File: src/rtl/lsu_pkg.sv
// Shared definitions for the LSU load-data router.
// Holds the funct3 load-type codes, the address-region bases used to pick a
// load-data source, the source indices, the router FSM state type and the
// latched request-control payload.
package lsu_pkg;

  localparam int unsigned FUNCT3_W  = 3;
  localparam int unsigned OFFSET_W  = 2;
  localparam int unsigned REGION_W  = 12;
  localparam int unsigned REGION_LSB = 4;
  localparam int unsigned TMO_CNT_W = 8;

  // Load types
  localparam logic [FUNCT3_W-1:0] F3_LB  = 3'b000;
  localparam logic [FUNCT3_W-1:0] F3_LH  = 3'b001;
  localparam logic [FUNCT3_W-1:0] F3_LW  = 3'b010;
  localparam logic [FUNCT3_W-1:0] F3_LBU = 3'b100;
  localparam logic [FUNCT3_W-1:0] F3_LHU = 3'b101;

  // Region bases, compared against address bits [15:4]
  localparam logic [REGION_W-1:0] REGION_SW     = 12'h780;
  localparam logic [REGION_W-1:0] REGION_BUF_LO = 12'h700;
  localparam logic [REGION_W-1:0] REGION_BUF_HI = 12'h703;

  // Fixed source indices; memory is always the last source
  localparam int unsigned SRC_SW  = 0;
  localparam int unsigned SRC_BUF = 1;

  typedef enum logic [1:0] {
    ST_IDLE = 2'd0,
    ST_WAIT = 2'd1,
    ST_RESP = 2'd2
  } ld_state_e;

  typedef struct packed {
    logic [OFFSET_W-1:0] offset;
    logic [FUNCT3_W-1:0] funct3;
  } ld_ctl_t;

  // True when a load must be answered with an error without touching a source
  function automatic logic ld_reject(input logic [FUNCT3_W-1:0] funct3,
                                     input logic [OFFSET_W-1:0] offset);
    logic rej;
    case (funct3)
      F3_LB, F3_LBU: rej = 1'b0;
      F3_LH, F3_LHU: rej = offset[0];
      F3_LW:         rej = (offset != 2'b00);
      default:       rej = 1'b1;
    endcase
    return rej;
  endfunction

endpackage

File: src/rtl/lsu_ld_align.sv
// Load-data alignment: picks the byte/halfword addressed by the low address
// bits out of a word-aligned read and sign- or zero-extends it.
// Ports:
//   word     - word-aligned source data
//   offset   - address bits [1:0]
//   funct3   - load type
//   result_c - aligned, extended result (combinational)
module lsu_ld_align
  import lsu_pkg::*;
#(
  parameter int unsigned DATA_W = 32
) (
  input  logic [DATA_W-1:0]   word,
  input  logic [OFFSET_W-1:0] offset,
  input  logic [FUNCT3_W-1:0] funct3,
  output logic [DATA_W-1:0]   result_c
);

  localparam int unsigned BYTE_W = 8;
  localparam int unsigned HALF_W = 16;

  logic [BYTE_W-1:0] byte_c;
  logic [HALF_W-1:0] half_c;

  // Lane select
  always_comb begin
    byte_c = word[7:0];
    case (offset)
      2'd0:    byte_c = word[7:0];
      2'd1:    byte_c = word[15:8];
      2'd2:    byte_c = word[23:16];
      default: byte_c = word[31:24];
    endcase
    half_c = offset[1] ? word[31:16] : word[15:0];
  end

  // Extension
  always_comb begin
    result_c = '0;
    case (funct3)
      F3_LB:   result_c = {{(DATA_W-BYTE_W){byte_c[BYTE_W-1]}}, byte_c};
      F3_LBU:  result_c = {{(DATA_W-BYTE_W){1'b0}}, byte_c};
      F3_LH:   result_c = {{(DATA_W-HALF_W){half_c[HALF_W-1]}}, half_c};
      F3_LHU:  result_c = {{(DATA_W-HALF_W){1'b0}}, half_c};
      F3_LW:   result_c = word;
      default: result_c = '0;
    endcase
  end

endmodule

File: src/rtl/lsu_ld_router.sv
// LSU load router: decodes the load address to one of NUM_SRC data sources,
// waits for that source's valid strobe (with timeout), aligns/extends the
// returned word and emits a one-cycle response.
// Ports:
//   i_clk, i_rst_n      - clock, async active-low reset
//   i_ld_req            - load request (sampled in IDLE only)
//   i_lsu_addr          - load byte address
//   i_ld_funct3         - load type
//   i_src_data          - per-source word-aligned read data
//   i_src_valid         - per-source data-valid strobe
//   o_ld_data           - aligned load result, held between responses
//   o_ld_valid          - one-cycle response strobe
//   o_ld_err            - error qualifier for o_ld_valid
//   o_ld_busy           - high whenever not IDLE
module lsu_ld_router
  import lsu_pkg::*;
#(
  parameter int unsigned NUM_SRC = 3,
  parameter int unsigned DATA_W  = 32,
  parameter int unsigned ADDR_W  = 16,
  parameter int unsigned TIMEOUT = 15
) (
  input  logic                             i_clk,
  input  logic                             i_rst_n,
  input  logic                             i_ld_req,
  input  logic [ADDR_W-1:0]                i_lsu_addr,
  input  logic [FUNCT3_W-1:0]              i_ld_funct3,
  input  logic [NUM_SRC-1:0][DATA_W-1:0]   i_src_data,
  input  logic [NUM_SRC-1:0]               i_src_valid,
  output logic [DATA_W-1:0]                o_ld_data,
  output logic                             o_ld_valid,
  output logic                             o_ld_err,
  output logic                             o_ld_busy
);

  localparam int unsigned SRC_W = (NUM_SRC > 1) ? $clog2(NUM_SRC) : 1;
  localparam int unsigned CNT_W = TMO_CNT_W;
  localparam logic [CNT_W-1:0] TMO_LIMIT = CNT_W'(TIMEOUT);

  ld_state_e         state_q, state_d;
  logic [CNT_W-1:0]  cnt_q, cnt_d;
  logic [SRC_W-1:0]  src_q, src_d;
  ld_ctl_t           ctl_q, ctl_d;
  logic [DATA_W-1:0] data_q, data_d;
  logic              valid_q, valid_d;
  logic              err_q, err_d;
  logic              busy_q, busy_d;

  logic [REGION_W-1:0] region_c;
  logic [SRC_W-1:0]    src_sel_c;
  logic                sel_valid_c;
  logic [DATA_W-1:0]   align_c;
  logic                unused_addr_c;

  // Address bits [3:2] and anything above bit 15 play no part in routing
  assign unused_addr_c = ^i_lsu_addr;

  // Region decode
  assign region_c = i_lsu_addr[REGION_LSB +: REGION_W];

  always_comb begin
    src_sel_c = SRC_W'(NUM_SRC - 1);
    if (region_c == REGION_SW) begin
      src_sel_c = SRC_W'(SRC_SW);
    end else if ((region_c >= REGION_BUF_LO) && (region_c <= REGION_BUF_HI)) begin
      src_sel_c = SRC_W'(SRC_BUF);
    end
  end

  // Only the latched source's strobe and data are ever observed
  assign sel_valid_c = i_src_valid[src_q];

  lsu_ld_align #(
    .DATA_W (DATA_W)
  ) u_align (
    .word     (i_src_data[src_q]),
    .offset   (ctl_q.offset),
    .funct3   (ctl_q.funct3),
    .result_c (align_c)
  );

  // State and output registers
  always_ff @(posedge i_clk or negedge i_rst_n) begin
    if (!i_rst_n) begin
      state_q <= ST_IDLE;
      cnt_q   <= '0;
      src_q   <= '0;
      ctl_q   <= '0;
      data_q  <= '0;
      valid_q <= 1'b0;
      err_q   <= 1'b0;
      busy_q  <= 1'b0;
    end else begin
      state_q <= state_d;
      cnt_q   <= cnt_d;
      src_q   <= src_d;
      ctl_q   <= ctl_d;
      data_q  <= data_d;
      valid_q <= valid_d;
      err_q   <= err_d;
      busy_q  <= busy_d;
    end
  end

  // Next state; response outputs are computed one cycle early so they are
  // registered coincident with entry into RESP
  always_comb begin
    state_d = state_q;
    cnt_d   = cnt_q;
    src_d   = src_q;
    ctl_d   = ctl_q;
    data_d  = data_q;
    valid_d = 1'b0;
    err_d   = 1'b0;
    busy_d  = 1'b0;

    case (state_q)
      ST_IDLE: begin
        if (i_ld_req) begin
          src_d        = src_sel_c;
          ctl_d.offset = i_lsu_addr[OFFSET_W-1:0];
          ctl_d.funct3 = i_ld_funct3;
          cnt_d        = '0;
          if (ld_reject(i_ld_funct3, i_lsu_addr[OFFSET_W-1:0])) begin
            state_d = ST_RESP;
            data_d  = '0;
            valid_d = 1'b1;
            err_d   = 1'b1;
          end else begin
            state_d = ST_WAIT;
          end
        end
      end

      ST_WAIT: begin
        cnt_d = cnt_q + CNT_W'(1);
        // A valid on the last permitted cycle still wins over the timeout
        if (sel_valid_c) begin
          state_d = ST_RESP;
          data_d  = align_c;
          valid_d = 1'b1;
        end else if (cnt_d == TMO_LIMIT) begin
          state_d = ST_RESP;
          data_d  = '0;
          valid_d = 1'b1;
          err_d   = 1'b1;
        end
      end

      ST_RESP: begin
        state_d = ST_IDLE;
      end

      default: begin
        state_d = ST_IDLE;
      end
    endcase

    busy_d = (state_d != ST_IDLE);
  end

  assign o_ld_data  = data_q;
  assign o_ld_valid = valid_q;
  assign o_ld_err   = err_q;
  assign o_ld_busy  = busy_q;

endmodule

File: config.mk
export PLATFORM = sky130hd
export DESIGN_NAME = lsu_ld_router
export DESIGN_NICKNAME = d
export VERILOG_FILES = /design/src/rtl/lsu_pkg.sv /design/src/rtl/lsu_ld_align.sv /design/src/rtl/lsu_ld_router.sv
export SDC_FILE = /design/constraint.sdc
export NUM_CORES = 1
export LEC_CHECK = 0
export BUFFER_PORTS_ARGS = -buffer_cell sky130_fd_sc_hd__buf_4
export CORE_MARGIN = 3
export CORE_UTILIZATION = 35
export CTS_BUF_LIST = sky130_fd_sc_hd__clkbuf_16
export CTS_CLUSTER_SIZE = 24
export DETAILED_ROUTE_END_ITERATION = 6
export PLACE_DENSITY = 0.69
export SLEW_MARGIN = 15
export SYNTH_ARGS = -nofsm -noshare
export SYNTH_HDL_FRONTEND = slang
export SYNTH_HIERARCHICAL = 1
export SYNTH_SLANG_ARGS = --single-unit
File: constraint.sdc
create_clock -name i_clk -period 2.9 [get_ports i_clk]
set_input_delay 0.29 -clock i_clk [delete_from_list [all_inputs] [get_ports i_clk]]
set_output_delay 0.29 -clock i_clk [all_outputs]
set_load 0.005 [all_outputs]
* Word level (Yosys, flattened, before mapping)
Index checks and enable logic that the tools add are counted.
Word-level totals: register bits after elaboration 52, bits in latches 0, RAM bits 0, ROM bits 0, input bits 121, output and inout port bits 35, memories kept 0
Cells by class: add/sub/neg operators 1, multipliers 0, divide/modulo/power cells 0, magnitude comparators 3, eq/ne operators 16, shift-type cells 0, muxes and demuxes 31, bitwise operators 0, reduce and logical (&&, ||, !) cells 13
Operators with widths (number):
- $mux W32 | 5
- $pmux W32 S5 | 1
- $bmux W32 S2 | 1
- $pmux W32 S2 | 1
- $pmux W8 S3 | 1
- $mux W16 | 1
- $pmux W8 S2 | 1
- $eq A12 B11 Y1 const B | 1
- $eq A3 B3 Y1 const B | 4
- $ge A12 B11 Y1 const B | 1
- $le A12 B11 Y1 const B | 1
- $mux W2 | 6
- $add A8 B1 Y8 const B | 1
- $eq A8 B4 Y1 const B | 1
- $mux W1 | 8
- $mux W8 | 1
- $eq A3 B1 Y1 const B | 2
- $eq A3 B2 Y1 const B | 2
- $logic_not A3 Y1 | 2
- $reduce_bool A2 Y1 | 3
- $eq A2 B1 Y1 const B | 2
- $logic_not A2 Y1 | 2
- $ne A2 B2 Y1 const B | 2
- $pmux W1 S2 | 2
- 10 further kinds | 12

* Logic depth before layout (Yosys ltp)
Gate-level depths: netlist of the first run.
word-level depth 9, gate-level depth with buffers 14

* Modules after synthesis
The synthesis of the first run kept the hierarchy.
Modules (own cells, without submodules):
- lsu_ld_router | instances 1, cells each 468, area each 3915.0 sq um, seq. area each 1301.2 sq um
- lsu_ld_align | instances 1, cells each 134, area each 1071.0 sq um, seq. area each 0.0 sq um

* Worst setup path after synthesis of the first run
OpenSTA, ideal clock, no wires.
kind register to register, start register src_q[1], end register data_q[17], in the netlist o_ld_data[17], library setup time 0.082 ns, data arrival time 2.571 ns, path slack 0.247 ns, stages on the path, launching flop included 15, buffers on the path 4, path through dfrtp_1 clkbuf_1 nor2b_1 clkbuf_1 clkbuf_1 nand2_1 o21ai_0 nand2b_1 a211o_1 buf_6 o211ai_2 nand2b_1 o32ai_1 nor2_1 a31oi_1
Between the ends: word-level cells in the longest chain between the ends 6
Ends and longest elaborated chain:
- from (decl) | RTL line lsu_ld_router.sv:42 | logic [SRC_W-1:0] src_q, src_d;
- from (signal assigned) | RTL line lsu_ld_router.sv:96 | src_q <= src_d;
- $bmux W32 S2 (*) | RTL line lsu_ld_router.sv:76 | .word (i_src_data[src_q]),
- $mux W32 (not written as such) (*) | RTL line lsu_ld_router.sv:76
- $pmux W8 S3 / $mux W16 (equally long branches) | RTL line lsu_ld_align.sv:28, lsu_ld_align.sv:34
- $pmux W32 S5 (*) | RTL line lsu_ld_align.sv:40 | case (funct3)
- via align_c[17] | RTL line lsu_ld_router.sv:52 | logic [DATA_W-1:0] align_c;
- $mux W32 (*) | RTL line lsu_ld_router.sv:138 | if (sel_valid_c) begin
- $pmux W32 S2 (*) | RTL line lsu_ld_router.sv:117 | case (state_q)
- to (signal assigned) | RTL line lsu_ld_router.sv:98 | data_q <= data_d;
- to (decl) | RTL line lsu_ld_router.sv:44 | logic [DATA_W-1:0] data_q, data_d;
The timed path passes the listed nets; every way through them passes the cells marked *. The select of a mux whose other input is x is not followed. A chain may end at the register's enable or synchronous reset.

* Worst setup path after layout of the first run
start register src_q[0], end register data_q[5], in the netlist o_ld_data[5]
Same word-level chain as after synthesis.

==> results of run 1 <==
-- power breakdown --
part	switching [mW]	internal, mW
logic	0.978	0.899
clock network	0.289	0.328
registers	0.195	0.914
-- metrics by stage --
step / power, mW / std cells / hold slack [ns]
after CTS: 3.61 / 912 / 0.0514
final: 3.60 / 912 / 0.0276
after global routing: 3.87 / 912 / 0.0765
after detailed placement: 2.98 / 904 / 0.372
after global placement: 2.94 / 904 / 0.361
after floorplan: 2.28 / 602 / -0.00559
-- cells in the mapped netlist, types with 6 or more instances --
| library cell | count |
|---|---|
| inv_1 | 6 |
| o221ai_1 | 8 |
| nand3_1 | 21 |
| buf_6 | 7 |
| dfrtp_1 | 52 |
| o211ai_2 | 10 |
| nor2_1 | 42 |
| a31oi_1 | 66 |
| buf_2 | 20 |
| clkbuf_1 | 34 |
| o211ai_1 | 8 |
| nand2_1 | 51 |
| mux2i_1 | 49 |
| o21ai_0 | 43 |
| o32ai_1 | 32 |
| nand2b_1 | 37 |
| mux2_2 | 9 |
| nand3b_1 | 33 |
-- per-layer routing --
metal | share of wire, % | up-vias | global-route usage [%]
met5 | 0 | - | 0
met3 | 4.9 | 31 | 3.16
li1 | - | 2565 | -
met1 | 42 | 2538 | 25.8
met4 | 2.6 | 0 | 5.93
met2 | 51 | 177 | 34.7
-- final timing paths --
path | start | end | slack, ns
max | src_q[0]$_DFFE_PN0P_ | o_ld_data[5]$_DFFE_PN0P_ | 0.16
min | i_rst_n | o_ld_data[6]$_DFFE_PN0P_ | 0.03
max reg2reg | src_q[0]$_DFFE_PN0P_ | o_ld_data[5]$_DFFE_PN0P_ | 0.16
min reg2reg | cnt_q[7]$_DFFE_PN0P_ | cnt_q[7]$_DFFE_PN0P_ | 0.52
max in group asynchronous | i_rst_n | src_q[0]$_DFFE_PN0P_ | 2.40
min in group i_clk | i_lsu_addr[1] | ctl_q[4]$_DFFE_PN0P_ | 0.23
-- kinds of logic after synthesis --
family | Yosys count
and+or+nand+nor | 210
AOI/OAI and AO/OA | 199
buffers and inverters | 73
muxes | 63
DFF | 52
xor gates and xnor gates | 3
adders and majority gates | 2
-- area by class of cell --
type                       count  area [um2]
clock buffer                   5         125
clock inverter                 3        27.5
fill                        1288        7010
inverter                       6        22.5
multi-input combinational    477        3350
sequential                    52        1300
tap                          176         220
timing repair buffer         193        1500
-- timing repair --
item / CTS / global route
gates resized for setup: 0 / 5
endpoints found under the setup margin: 0 / 16
setup buffers: 0 / 0
endpoints found under the hold margin: 0 / 0
-- sequential cells by signal, summed over array words and instances (netlist names) --
name / cells
state_q: 2
ctl_q: 5
o_ld_data: 32
o_ld_err: 1
src_q: 2
o_ld_valid: 1
cnt_q: 8
o_ld_busy: 1
==> impl_summary.md, run 1 <==
Outcome
The run finished with clean final reports.

Setup path
The number of buffer and inverter stages on the critical path is 4. The signal on the critical path passes through buf_12, buf_6, mux2i_1, o21ai_0, buf_4, mux2_2, o22ai_1, o21ai_0, buf_4, nand2b_1, o32ai_2, nor2_1, a31oi_1. Grouping stages by cell kind, the critical path spends the most delay in compound AO/OA/AOI/OAI gates. On the worst path, the slowest cell contributes a delay of between 0.4 and 0.5 ns. The start-to-end type of the worst setup path is flip-flop to flip-flop.

The critical path crosses 13 cells after its start point. The required time at the worst-slack endpoint is 3.12 ns. The biggest fanout along the worst timing path is 20. The data arrival at the endpoint of the critical path is 2.96 ns.

The category of the worst setup path capture point is a flip-flop. The worst setup path is launched from a flip-flop. The cell with the largest stage delay on the worst path is dfrtp_2. The depth of the worst register-to-register path is 13.

Logic synthesis
Sequential cells were found to cover around a quarter of the synthesized design area. The largest area contributor in the synthesized netlist is dfrtp_1. The number of enable-type register cells in the synthesized netlist is 0. After synthesis the cells add up to approximately 5000 um2. Synthesis handed over a netlist of ~600 instances. The average cell area after synthesis is ~8.3 um2. The xor and xnor fraction of the mapped netlist area is 0.527%.

The synthesized-area fraction occupied by ao, oa, aoi and oai cells is 28.7%. The number of synthesis warnings is 6. After synthesis, the largest family of logic cells by area is compound AO/OA/AOI/OAI gates. In the synthesized netlist the async set-or-reset flop fraction comes to between 90% and 100%. The number of distinct library cells after synthesis is 57.

After synthesis, the largest area contributor takes up 26.1% of total cell area. The post-synthesis mux area share is between 10% and 20%. The number of nets handed over by synthesis was ~730.

The primary flip-flop cell chosen by synthesis mapping is dfrtp_1. The post-synthesis share of cell area spent on and, or, nand and nor gates is 22.8%. Sorting the synthesized cells by area gives the leading types as dfrtp_1 26%, mux2i_1 9.8%, a31oi_1 8.3%, o32ai_1 5.6%, nand3b_1 5.0%. The adder-cell share of the synthesized area is less than 1%. The synthesized design contains 52 register bits.

Clocking
CTS built an H-tree with a depth of 2. The number of hold buffers added after CTS was 0. TritonCTS built the clock tree. The number of CTS-inserted buffers is 5. The worst-case clock buffer depth is 2.

The number of sinks handled by clock tree synthesis is between 50 and 60. After clock tree synthesis, the clock-pin slew on the worst setup and hold paths is 0.07 ns. The clock reaches the later pin of the worst-skew pair after 0.30 ns. Clock tree synthesis selected as its root buffer the cell clkbuf_16.

Worst hold path
The class of the tightest hold or removal check is primary input to async pin.

Routing
The per-cell routed wire length is ~18 um. The final routed DRC violation total is 0. The first detailed-routing pass ran for 5 iterations. In this run, the number of DRC markers left after iteration 0 of detailed routing was approximately 460. The remaining antenna violation count is 0. The ratio of routed vias to standard cells is 5.82. The final wirelength is about 16,000 um. Across all layers, the routed design uses 5,311 vias.

Finish
The cell area after layout is 6550 um2. The share of post-route cells with drive strength above 1 is ~33%. From synthesis to final layout, the design area changed by 31.3%. Cells fill about half of the core in the end.

After the last flow step, the layout net total stands at around 860. Leaving out fill and tap cells, the most frequent cells in the layout are 188 x buf_4, 66 x a31oi_1, 51 x nand2_1, 51 x dfrtp_1, 49 x mux2i_1. Leaving out fill and tap cells, the most frequent cell in the layout is buf_4.

The number of antenna diodes in the final layout is 0.

STA
For the pin with the worst max-slew slack, the measured transition is between 0.7 and 0.8 ns. The count of endpoints failing hold in the final timing report is 0. The normalized max-slew margin is 51.8%. The highest achievable clock rate is ~370 MHz. Clock skew on the completed layout was measured at around 0.0086 ns. The clock period could shrink to about 2.7 ns. Setup repair after global routing left no endpoint under its margin. The ratio of final minimum period to clock period is 94.5%.

Setup violations remaining at the end of the flow were counted as 0. Across all setup checks in the final design, the least slack found is around 0.16 ns. The setup TNS after final layout is 0 ns. The number of pins exceeding their max-slew limit in the final report came to 0.

Flow run
The tool flagged a number of max-cap violations equal to 0.

Pwr
The leakage power is 2.81 nW. The power density over cell area is approximately 550 nW/um2. IR analysis of the VDD net gives a maximum drop of 0.291 mV.

Placement
The routability-driven placement congestion ratio is about 0.90. Prior to clock tree synthesis, the placed netlist has a worst setup slack of between 0.06 and 0.07 ns. Summing all placed instances gives a cell area of around 6400 um2.

In this run the tool buffered the top-level ports with 153 buffer cells. The post-DP HPWL is between 10,000 and 15,000 um.

Floorplanning
The vertical die dimension is ~130 um. The area enclosed by the die boundary is roughly 16,000 um2. Once the floorplan was initialized, standard cells occupied 36.8% of the core.

The total I/O pin count is around 160. In this run the core area contains 42 standard-cell rows. After floorplanning, the core was sized to cover roughly 14,000 um2. The die is roughly 130 um wide.

Global route
The wire length of the first global-routing pass is between 20,000 and 30,000 um. Across every metal layer, demand over resource in global routing totals 20.0%. The number of global-route vias before repair is between 5,000 and 6,000. The initial antenna violation count is 0.

The aggregate global routing overflow is 0. The largest net degree at the start of global routing is 76.
Power figures use the tool's default switching activity.
==> inputs of run 2 (changes only) <==
- PLACE_DENSITY: 0.69 -> default
- PLACE_DENSITY_LB_ADDON: default -> 0.3
==> impl_summary.md, run 2 (synthesis results as in run 1) <==
Clocking
The number of CTS-inserted buffers was 5 (unchanged). The number of sinks handled by clock tree synthesis is 52 (unchanged). The clock input transition at the sequential cells of the worst setup and hold paths was 0.07 ns (about the same). The buffer count from post-CTS setup fixing is 0 (unchanged). The source-to-sink clock delay at the later pin of the worst-skew pair came to 0.30 ns (about the same).

The clock tree from TritonCTS is built. The depth of the CTS H-tree is 2 (unchanged). The CTS root buffer is clkbuf_16.

The worst-case clock buffer depth is 2 (unchanged).

Global route
The largest net degree at the start of global routing is 76 (unchanged). The total global-route track usage is 20.5% (+0.50 points). The wire length of the first global-routing pass is 27,000 um (+2.5%).

The number of global-route vias before repair was 5,287 (+2.2%). The aggregate global routing overflow is 0 (unchanged). The initial antenna violation count is 0 (unchanged).

Pwr
The total power draw is 3.58 mW (-0.53%). The power density over cell area is 551 nW/um2 (+0.14%). The leakage power is 2.79 nW (-0.64%). The maximum VDD drop was 0.322 mV (+11%).

Finish
The final non-filler cell total is 905 (-0.77%). Relative to the synthesized area, the layout overhead comes to 30.4%. In the layout the commonest cells are 181 x buf_4, 66 x a31oi_1, 51 x nand2_1, 51 x dfrtp_1, 49 x mux2i_1. The final design utilization is 48.0% (-0.32 points). The number of flip-flops in the largest register came to 32 (unchanged). The number of antenna cells inserted is 0 (unchanged). The share of post-route cells with drive strength above 1 came to 32.4% (-0.78 points). The library cell used most frequently in the layout, excluding fill and tap cells, is buf_4. The number of nets in the layout was 851 (-0.82%).

Outcome
The flow ran to the end, and the final reports show no timing, DRC or antenna violations.

Placement
The placement-stage worst setup slack is 0.0901 ns (+0.0223 ns). The routability-driven placement congestion ratio is 0.906 (+0.40%). The count of input and output buffers is 153 (unchanged). The post-DP HPWL is 12,400 um (+1.1%). The instance count after placement with tap cells included is 897 (-0.77%).

Setup path
In this run the critical register-to-register path is launched from src_q[0]$_DFFE_PN0P_. The register-to-register setup slack is 0.20 ns (+0.04 ns). The startpoint type of the worst setup path is a flip-flop.

The depth of the worst register-to-register path is 10 (-3). The category of the worst setup path capture point is a flip-flop. The biggest fanout along the worst timing path is 18 (-10%).

The data arrival at the endpoint of the critical path is 2.87 ns (-0.09 ns). The required time at the worst-slack endpoint was 3.07 ns (-0.05 ns). The terminus of the critical flop-to-flop path is o_ld_data[1]$_DFFE_PN0P_. The start-to-end type of the worst setup path is flip-flop to flip-flop.

Routing
The final wirelength is 16,700 um (+2.5%). The ratio of routed vias to standard cells is 5.96 (+2.3%). The detailed-routing iteration count for the pre-antenna-repair pass came to 5 (unchanged). The number of violations reported at the end of detailed-routing iteration 0 is 493 (+7.6%). The count of vias placed by the detailed router was 5,391 (+1.5%).

The final routed DRC violation total is 0 (unchanged). The remaining antenna violation count is 0 (unchanged). The per-cell routed wire length is 18.5 um (+3.3%).

STA
The pin slew with the least headroom to its limit is 0.872 ns (+0.150 ns). The normalized max-slew margin came to 41.9% (-9.9 points). The final critical-path setup slack was 0.197 ns (+0.0365 ns).

Setup repair after global routing left no endpoint under its margin. The setup TNS after final layout is 0 ns (unchanged). The clock skew after layout was 0.00707 ns (-0.00155 ns). The post-route minimum period is 2.70 ns (-0.0365 ns). The count of endpoints failing hold in the final timing report is 0 (unchanged).

The ratio of final minimum period to clock period was 93.2% (-1.3 points). The number of pins exceeding their max-slew limit in the final report is 0 (unchanged). The highest achievable clock rate is 370 MHz (+1.4%). The final-report setup violation count is 0 (unchanged).

Floorplanning
The starting density of the core was 36.8% (unchanged). The number of standard-cell rows in the floorplan was 42 (unchanged). The placeable core area is 13,600 um2 (unchanged). The vertical die dimension is 125 um (unchanged). The area enclosed by the die boundary was 15,700 um2 (unchanged). The total I/O pin count is 156 (unchanged).

The horizontal die dimension is 125 um (unchanged).

Worst hold path
The class of the tightest hold or removal check is primary input to async pin.

Flow run
The max-capacitance violation count is 0 (unchanged).
-- run 2: changes by cell type in the layout (fill, tap and decap cells not counted), sizes merged --
cell | before | now
buf | 193 | 186
clkinvlp | 1 | 0
clkinv | 1 | 2
-- run 2: worst max-delay path by stage --
stage | start | to | slack [ns] | depth (start not counted)
final | src_q[0]$_DFFE_PN0P_ | o_ld_data[1]$_DFFE_PN0P_ | 0.20 | 10
after global routing | src_q[0]$_DFFE_PN0P_ | o_ld_data[14]$_DFFE_PN0P_ | 0.007 | 11
after CTS | src_q[0]$_DFFE_PN0P_ | o_ld_data[1]$_DFFE_PN0P_ | 0.07 | 10
after detailed placement | src_q[0]$_DFFE_PN0P_ | o_ld_data[1]$_DFFE_PN0P_ | 0.09 | 10
after global placement | src_q[0]$_DFFE_PN0P_ | o_ld_data[17]$_DFFE_PN0P_ | 0.16 | 11
after floorplan | src_q[1]$_DFFE_PN0P_ | o_ld_data[17]$_DFFE_PN0P_ | 0.25 | 14
-- run 2: worst max-delay path, cell delays in order (launching register included) --
cell      delay [ns]
dfrtp_2         0.48
buf_4           0.23
buf_12          0.19
mux2i_1         0.19
o21ai_0         0.17
mux4_1          0.54
a221o_1         0.36
nand3b_1        0.09
o32ai_1         0.10
a31oi_1         0.16
a31oi_1         0.06
-- run 2: repair_timing --
| action | 4_1_cts | 5_1_grt |
|---|---|---|
| hold endpoints to repair | 0 | 0 |
| gates resized for setup | 0 | 10 |
| hold buffers | 0 | 0 |
| endpoints found under the setup margin | 0 | 27 |
-- run 2: cell type report --
class                   instances  area (um2)
fillers                      1312        7060
multi-input cells             477        3350
repair buffers                186        1460
flip-flops and latches         52        1300
well taps                     176         220
clock buffers                   5         125
clock inverters                 3        22.5
inverters                       6        22.5
-- run 2: metrics by stage --
stage | instance area (um2) | hold slack [ns]
after floorplan | 4990 | -0.00559
after global placement | 6320 | 0.363
after detailed placement | 6320 | 0.371
after CTS | 6470 | 0.0548
after global routing | 6500 | 0.0760
final | 6500 | 0.00775
-- run 2: power by group --
group | internal [mW] | switching [mW]
registers | 0.914 | 0.215
clock network | 0.323 | 0.282
logic | 0.892 | 0.956
-- run 2: layer usage --
layer  share of wire, %  GRT usage, %  vias to the layer above
met5                  0             0                        -
met4                2.9          6.82                        0
met3                4.6          2.90                       36
met2                 50          34.7                      171
met1                 42          27.0                     2630
li1                   -             -                     2554
